--- src/rtl/octave_scan_ctrl_if.sv ---
// Pixel handshake, stage drive and output-grid bus for octave_scan_ctrl.
// OCT_SCAN_STALL_CNT_EN adds the stall_cnt observation signal.
interface octave_scan_ctrl_if #(parameter int DATA_W = 8);
    logic              start;
    logic              abort;
    logic              busy;
    logic              done;
    logic              pix_valid;
    logic              pix_ready;
    logic [DATA_W-1:0] pix_data;
    logic              oct_en;
    logic [DATA_W-1:0] oct_data;
    logic [9:0]        oct_x;
    logic [9:0]        oct_y;
    logic              out_valid;
    logic [9:0]        out_x;
    logic [9:0]        out_y;
`ifdef OCT_SCAN_STALL_CNT_EN
    logic [15:0]       stall_cnt;

    modport master (output start, abort, pix_valid, pix_data,
                    input  busy, done, pix_ready, oct_en, oct_data, oct_x, oct_y,
                           out_valid, out_x, out_y, stall_cnt);
    modport slave  (input  start, abort, pix_valid, pix_data,
                    output busy, done, pix_ready, oct_en, oct_data, oct_x, oct_y,
                           out_valid, out_x, out_y, stall_cnt);
`else
    modport master (output start, abort, pix_valid, pix_data,
                    input  busy, done, pix_ready, oct_en, oct_data, oct_x, oct_y,
                           out_valid, out_x, out_y);
    modport slave  (input  start, abort, pix_valid, pix_data,
                    output busy, done, pix_ready, oct_en, oct_data, oct_x, oct_y,
                           out_valid, out_x, out_y);
`endif
endinterface

--- src/rtl/octave_scan_ctrl.sv ---
// Frame sequencer in front of one octave Gaussian stage: scans, drains with zeros, and
// emits latency-aligned output-grid strobes. OCT_SCAN_STALL_CNT_EN adds stall_cnt.
module octave_scan_ctrl #(
    parameter int DATA_W   = 8,
    parameter int FRAME_W  = 640,
    parameter int FRAME_H  = 480,
    parameter int DOWN_S   = 0,
    parameter int PIPE_LAT = 12
) (
    input  logic              clk,
    input  logic              rst_n,
    octave_scan_ctrl_if.slave bus
);
    localparam int OUT_W = FRAME_W >> DOWN_S;
    localparam int OUT_H = FRAME_H >> DOWN_S;
    localparam int TOTAL = OUT_W * OUT_H;
    localparam int CNT_W = $clog2(TOTAL + 1);
    localparam int LAT_W = $clog2(PIPE_LAT + 1);

    localparam logic [9:0]       X_MAX    = 10'(FRAME_W - 1);
    localparam logic [9:0]       Y_MAX    = 10'(FRAME_H - 1);
    localparam logic [9:0]       OX_MAX   = 10'(OUT_W - 1);
    localparam logic [9:0]       DEC_MASK = 10'((1 << DOWN_S) - 1);
    localparam logic [CNT_W-1:0] TOTAL_C  = CNT_W'(TOTAL);
    localparam logic [CNT_W-1:0] TOTAL_M1 = CNT_W'(TOTAL - 1);
    localparam logic [LAT_W-1:0] LAT_C    = LAT_W'(PIPE_LAT);
    localparam logic [LAT_W:0]   LAT_CMP  = (LAT_W+1)'(PIPE_LAT);

    typedef enum logic [1:0] {IDLE, SCAN, FLUSH, DONE} state_t;

    state_t           state;
    logic [LAT_W-1:0] latCnt;
    logic [CNT_W-1:0] outCnt;
    logic             dec;
    logic             latReached;
    logic             lastPix;
    logic             lastOut;
    logic             clr;

    assign bus.busy      = (state != IDLE);
    assign bus.done      = (state == DONE);
    assign bus.pix_ready = (state == SCAN);
    assign bus.oct_en    = ((state == SCAN) && bus.pix_valid) || (state == FLUSH);
    assign bus.oct_data  = (state == SCAN) ? bus.pix_data : '0;

    // The current decimated sample counts toward the latency, so the strobe fires on
    // the PIPE_LAT-th decimated enable.
    assign dec        = bus.oct_en && ((bus.oct_x & DEC_MASK) == '0) && ((bus.oct_y & DEC_MASK) == '0);
    assign latReached = (({1'b0, latCnt} + 1'b1) >= LAT_CMP);
    assign bus.out_valid = dec && latReached && (outCnt < TOTAL_C);

    assign lastPix = (bus.oct_x == X_MAX) && (bus.oct_y == Y_MAX);
    assign lastOut = bus.out_valid && (outCnt == TOTAL_M1);
    assign clr     = bus.abort || ((state == IDLE) && bus.start);

    always_ff @(posedge clk or negedge rst_n) begin
        if (!rst_n) begin
            state <= IDLE;
        end else if (bus.abort) begin
            state <= IDLE;
        end else begin
            case (state)
                IDLE:  if (bus.start) state <= SCAN;
                SCAN: begin
                    if (lastOut)                          state <= DONE;
                    else if (bus.pix_valid && lastPix)    state <= FLUSH;
                end
                FLUSH: if (lastOut) state <= DONE;
                DONE:  state <= IDLE;
                default: state <= IDLE;
            endcase
        end
    end

    always_ff @(posedge clk or negedge rst_n) begin
        if (!rst_n) begin
            bus.oct_x <= '0;
            bus.oct_y <= '0;
            bus.out_x <= '0;
            bus.out_y <= '0;
            latCnt    <= '0;
            outCnt    <= '0;
        end else if (clr) begin
            bus.oct_x <= '0;
            bus.oct_y <= '0;
            bus.out_x <= '0;
            bus.out_y <= '0;
            latCnt    <= '0;
            outCnt    <= '0;
        end else begin
            // oct_y deliberately runs past the frame during the drain.
            if (bus.oct_en) begin
                if (bus.oct_x == X_MAX) begin
                    bus.oct_x <= '0;
                    bus.oct_y <= bus.oct_y + 10'd1;
                end else begin
                    bus.oct_x <= bus.oct_x + 10'd1;
                end
            end
            if (dec && (latCnt != LAT_C)) latCnt <= latCnt + 1'b1;
            if (bus.out_valid) begin
                outCnt <= outCnt + 1'b1;
                if (bus.out_x == OX_MAX) begin
                    bus.out_x <= '0;
                    bus.out_y <= bus.out_y + 10'd1;
                end else begin
                    bus.out_x <= bus.out_x + 10'd1;
                end
            end
        end
    end

`ifdef OCT_SCAN_STALL_CNT_EN
    always_ff @(posedge clk or negedge rst_n) begin
        if (!rst_n)
            bus.stall_cnt <= '0;
        else if (!bus.abort && (state == IDLE) && bus.start)
            bus.stall_cnt <= '0;
        else if ((state == SCAN) && !bus.pix_valid && (bus.stall_cnt != 16'hFFFF))
            bus.stall_cnt <= bus.stall_cnt + 16'd1;
    end
`endif
endmodule

--- src/flat_wrapper.sv ---
// flat-port wrapper written by rule: the top's interface ports become plain ports
module octave_scan_ctrl_flat 
#(
    parameter int DATA_W   = 8,
    parameter int FRAME_W  = 640,
    parameter int FRAME_H  = 480,
    parameter int DOWN_S   = 0,
    parameter int PIPE_LAT = 12
)
  (clk, rst_n, bus_start, bus_abort, bus_pix_valid, bus_pix_data, bus_busy, bus_done, bus_pix_ready, bus_oct_en, bus_oct_data, bus_oct_x, bus_oct_y, bus_out_valid, bus_out_x, bus_out_y);
  octave_scan_ctrl_if #(.DATA_W(DATA_W)) bus_i ();
  input  logic clk;
  input  logic rst_n;
  input wire logic [$bits(bus_i.start)-1:0] bus_start;
  input wire logic [$bits(bus_i.abort)-1:0] bus_abort;
  input wire logic [$bits(bus_i.pix_valid)-1:0] bus_pix_valid;
  input wire logic [$bits(bus_i.pix_data)-1:0] bus_pix_data;
  output wire logic [$bits(bus_i.busy)-1:0] bus_busy;
  output wire logic [$bits(bus_i.done)-1:0] bus_done;
  output wire logic [$bits(bus_i.pix_ready)-1:0] bus_pix_ready;
  output wire logic [$bits(bus_i.oct_en)-1:0] bus_oct_en;
  output wire logic [$bits(bus_i.oct_data)-1:0] bus_oct_data;
  output wire logic [$bits(bus_i.oct_x)-1:0] bus_oct_x;
  output wire logic [$bits(bus_i.oct_y)-1:0] bus_oct_y;
  output wire logic [$bits(bus_i.out_valid)-1:0] bus_out_valid;
  output wire logic [$bits(bus_i.out_x)-1:0] bus_out_x;
  output wire logic [$bits(bus_i.out_y)-1:0] bus_out_y;
  assign bus_i.start = bus_start;
  assign bus_i.abort = bus_abort;
  assign bus_i.pix_valid = bus_pix_valid;
  assign bus_i.pix_data = bus_pix_data;
  assign bus_busy = bus_i.busy;
  assign bus_done = bus_i.done;
  assign bus_pix_ready = bus_i.pix_ready;
  assign bus_oct_en = bus_i.oct_en;
  assign bus_oct_data = bus_i.oct_data;
  assign bus_oct_x = bus_i.oct_x;
  assign bus_oct_y = bus_i.oct_y;
  assign bus_out_valid = bus_i.out_valid;
  assign bus_out_x = bus_i.out_x;
  assign bus_out_y = bus_i.out_y;
  octave_scan_ctrl #(.DATA_W(DATA_W), .FRAME_W(FRAME_W), .FRAME_H(FRAME_H), .DOWN_S(DOWN_S), .PIPE_LAT(PIPE_LAT)) u_core (.clk(clk), .rst_n(rst_n), .bus(bus_i));
endmodule
--- config.mk ---
export PLATFORM = sky130hd
export DESIGN_NAME = octave_scan_ctrl_flat
export DESIGN_NICKNAME = d
export VERILOG_FILES = /design/src/rtl/octave_scan_ctrl_if.sv /design/src/rtl/octave_scan_ctrl.sv /design/src/flat_wrapper.sv
export SDC_FILE = /design/constraint.sdc
export NUM_CORES = 1
export LEC_CHECK = 0
export CAP_MARGIN = 40
export CORE_ASPECT_RATIO = 1.1
export CORE_MARGIN = 4
export CORE_UTILIZATION = 31
export DETAILED_ROUTE_END_ITERATION = 12
export GPL_ROUTABILITY_DRIVEN = 0
export PLACE_DENSITY_LB_ADDON = 0.2
export SLEW_MARGIN = 10
export SYNTH_ARGS = -nofsm -noshare
export SYNTH_HDL_FRONTEND = slang
export SYNTH_SLANG_ARGS = --single-unit
--- constraint.sdc ---
create_clock -name clk -period 3 [get_ports clk]
set_input_delay 0.6 -clock clk [delete_from_list [all_inputs] [get_ports clk]]
set_output_delay 0.6 -clock clk [all_outputs]
set_load 0.02 [all_outputs]
==> impl_metrics.yaml <==
placed_design:
  port_buffers: 65
  place_ws_ns: 0.0313
  dp_hpwl_um: 6430
yosys:
  synth_most_common_cell: "dfrtp_1"
  synth_seq_cells: 65
  ys_seq_area_frac: 0.444
  synth_top_area_share: 0.444
  synth_common_cells: "dfrtp_1, nor2_1, nand2_1"
  synth_area_leaders: "dfrtp_1, nor2_1, ha_1"
  yosysWarnings: 0
  syn_nets: 423
  synth_cell_types: 47
  syn_area_um2: 3660
  async_reset_ff_frac: 1.00
  avgSynthCellArea_um2: 9.20
  synth_edf_count: 0
  syn_inst: 398
  synth_ff_type: "dfrtp_1"
  yosysTopAreaCell: "dfrtp_1"
setup_path:
  regToRegEndpoint: "u_core.outCnt[15]$_DFFE_PN0P_"
  r2r_cells: 8
  critical_path_arrival_ns: 2.16
  rrSetupSlack_ns: 0.41
  start_kind: "flop"
  path_class: "flop to output port"
  worst-path-max-fanout: 6
  r2r_start: "u_core.state[0]$_DFFE_PN0P_"
  worst_ep_required_time_ns: 2.40
  end_kind: "output port"
global_routing:
  grt_start_max_net_pins: 45
  overflow: 0
  antenna_found_initial: 0
  grt_use_total: 0.137
  grt_pass1_wl_um: 15200
  grt_pass1_vias: 3087
power:
  vdd.ir_drop.worst_mv: 0.332
  p_leak_uw: 0.00195
  power-per-cell-area_nw_per_um2: 526
clock_network:
  cts_tree: "done"
  cts_root_buffer: "clkbuf_16"
  clock-sinks: 65
  ctsLongestPathBuffers: 2
  cts_setup_buffers: 0
  cts_buffers: 9
  clk_latency_ns: 0.33
  clk_pin_slew_ns: 0.06
  htree_levels: 3
sta:
  final.setup.worst_slack_ns: 0.238
  hold_viol_final: 0
  rsz0062_at_grt: "false"
  hold_slack_ns: 0.343
  drv_slew: 0
  fin_crit_ns: 2.76
  fmax_mhz: 362
  setup_tns_ns: 0
  fin_crit_sh: 0.921
  finClkSkew_ns: 0.0147
  worst_pin_slew_ns: 0.785
  max_slew_margin: 0.477
  setup_viol: 0
route:
  vias: 3214
  drt_wl_total_um: 8950
  wl_per_cell_um: 14.1
  postRouteAntennaNets: 0
  routed_via_density: 5.05
  drt-initial-drc-count: 200
  drt_pass1_iterations: 4
  drc: 0
floorplanning:
  boundaryPins: 66
  die_w_um: 112
  die_y_um: 122
  coreArea_um2: 11500
  die_area_um2: 13600
  start_util: 0.319
  rows: 41
flow_run:
  maxCapViolations: 0
final_layout:
  final_net_count: 507
  drive_gt1_frac: 0.0823
  diodes: 0
  area_growth_pct: 32.7
worst_hold_path:
  hp-class: "primary input to asynchronous set/reset pin"
outcome:
  status: "completed"
-- logic make-up (layout without fill, tap and decap cells) --
kind of cell	count (synthesis)	count (layout)	share of synthesized area
compound gates	82	82	0.144
xor+xnor	26	26	0.0622
fa+ha+maj	12	12	0.0410
buf+inv	26	114	0.0287
flops	65	65	0.444
mux	6	6	0.0164
simple gates	181	181	0.264
-- worst max-delay path, cell delays in order (launching register included) --
cell and delay, ns:
dfrtp_1 0.38, inv_1 0.12, ha_1 0.25, a21oi_1 0.29
buf_4 0.19, inv_1 0.06, clkdlybuf4s50_1 0.54
-- metrics by stage --
| stage | total power (uW) | area, um2 | util | std cells |
|---|---|---|---|---|
| 2_1_floorplan | 1330 | 3660 | - | 398 |
| 3_3_place_gp | 1620 | 4590 | 0.400 | 620 |
| 3_5_place_dp | 1630 | 4600 | 0.400 | 621 |
| 4_1_cts | 2590 | 4860 | 0.423 | 636 |
| 5_1_grt | 2690 | 4860 | 0.423 | 636 |
| 6_report | 2560 | 4860 | 0.423 | 636 |
-- worst max-delay path by stage --
stage / startpoint / to / depth (start not counted)
global placement: bus_pix_valid / bus_out_valid / 6
CTS: u_core.state[0]$_DFFE_PN0P_ / bus_oct_en / 6
floorplan: u_core.state[1]$_DFFE_PN0P_ / u_core.outCnt[15]$_DFFE_PN0P_ / 8
finish: u_core.state[0]$_DFFE_PN0P_ / bus_oct_en / 6
global route: u_core.state[0]$_DFFE_PN0P_ / bus_oct_en / 6
detailed placement: bus_pix_valid / bus_out_valid / 6
-- per-layer routing --
layer | track usage | share of wire
met1 | 0.175 | 0.47
met2 | 0.229 | 0.49
met3 | 0.0378 | 0.039
met4 | 0.0388 | 0.0053
met5 | 0 | 0
-- final cells by class --
cell class,count,area [um2]
clock buffers,12,246
clock inverters,3,17.5
fillers,1156,6630
inverters,15,56.3
multi-input cells,307,1930
flip-flops and latches,65,1630
well taps,150,188
repair buffers,84,796
-- state kept, by name (all words and copies together), names as in the netlist --
| signal | cells |
|---|---|
| u_core.latCnt | 4 |
| u_core.outCnt | 19 |
| u_core.bus.out_x | 10 |
| u_core.state | 2 |
| u_core.bus.oct_y | 10 |
| u_core.bus.out_y | 10 |
| u_core.bus.oct_x | 10 |
-- cell usage in the layout (no fill, tap or decap), drive strengths merged, types with 8 or more instances in the layout --
master | netlist | routed
ha | 12 | 12
a21oi | 25 | 25
nand4 | 13 | 13
nand3 | 21 | 21
nor4 | 10 | 10
clkbuf | 10 | 12
o21ai | 24 | 24
or3 | 8 | 8
xor2 | 11 | 11
nor3 | 9 | 9
and2 | 12 | 12
nor2 | 44 | 44
xnor2 | 15 | 15
inv | 15 | 15
nand2 | 37 | 37
clkdlybuf4s50 | 0 | 63
buf | 1 | 20
and3 | 9 | 9
dfrtp | 65 | 65
-- power by group --
group	leakage [uW]	switching (uW)	internal, uW	total, uW
sequential	0.000907	28.5	900	928
combinational	0.000914	398	282	681
clock	0.000128	372	574	947
-- timing repair --
action	4_1_cts	5_1_grt
hold endpoints to repair	0	0
hold buffers	0	0
resized for setup	1	0
setup endpoints to repair	1	0
Note: power is estimated with default switching activity, not from simulation.
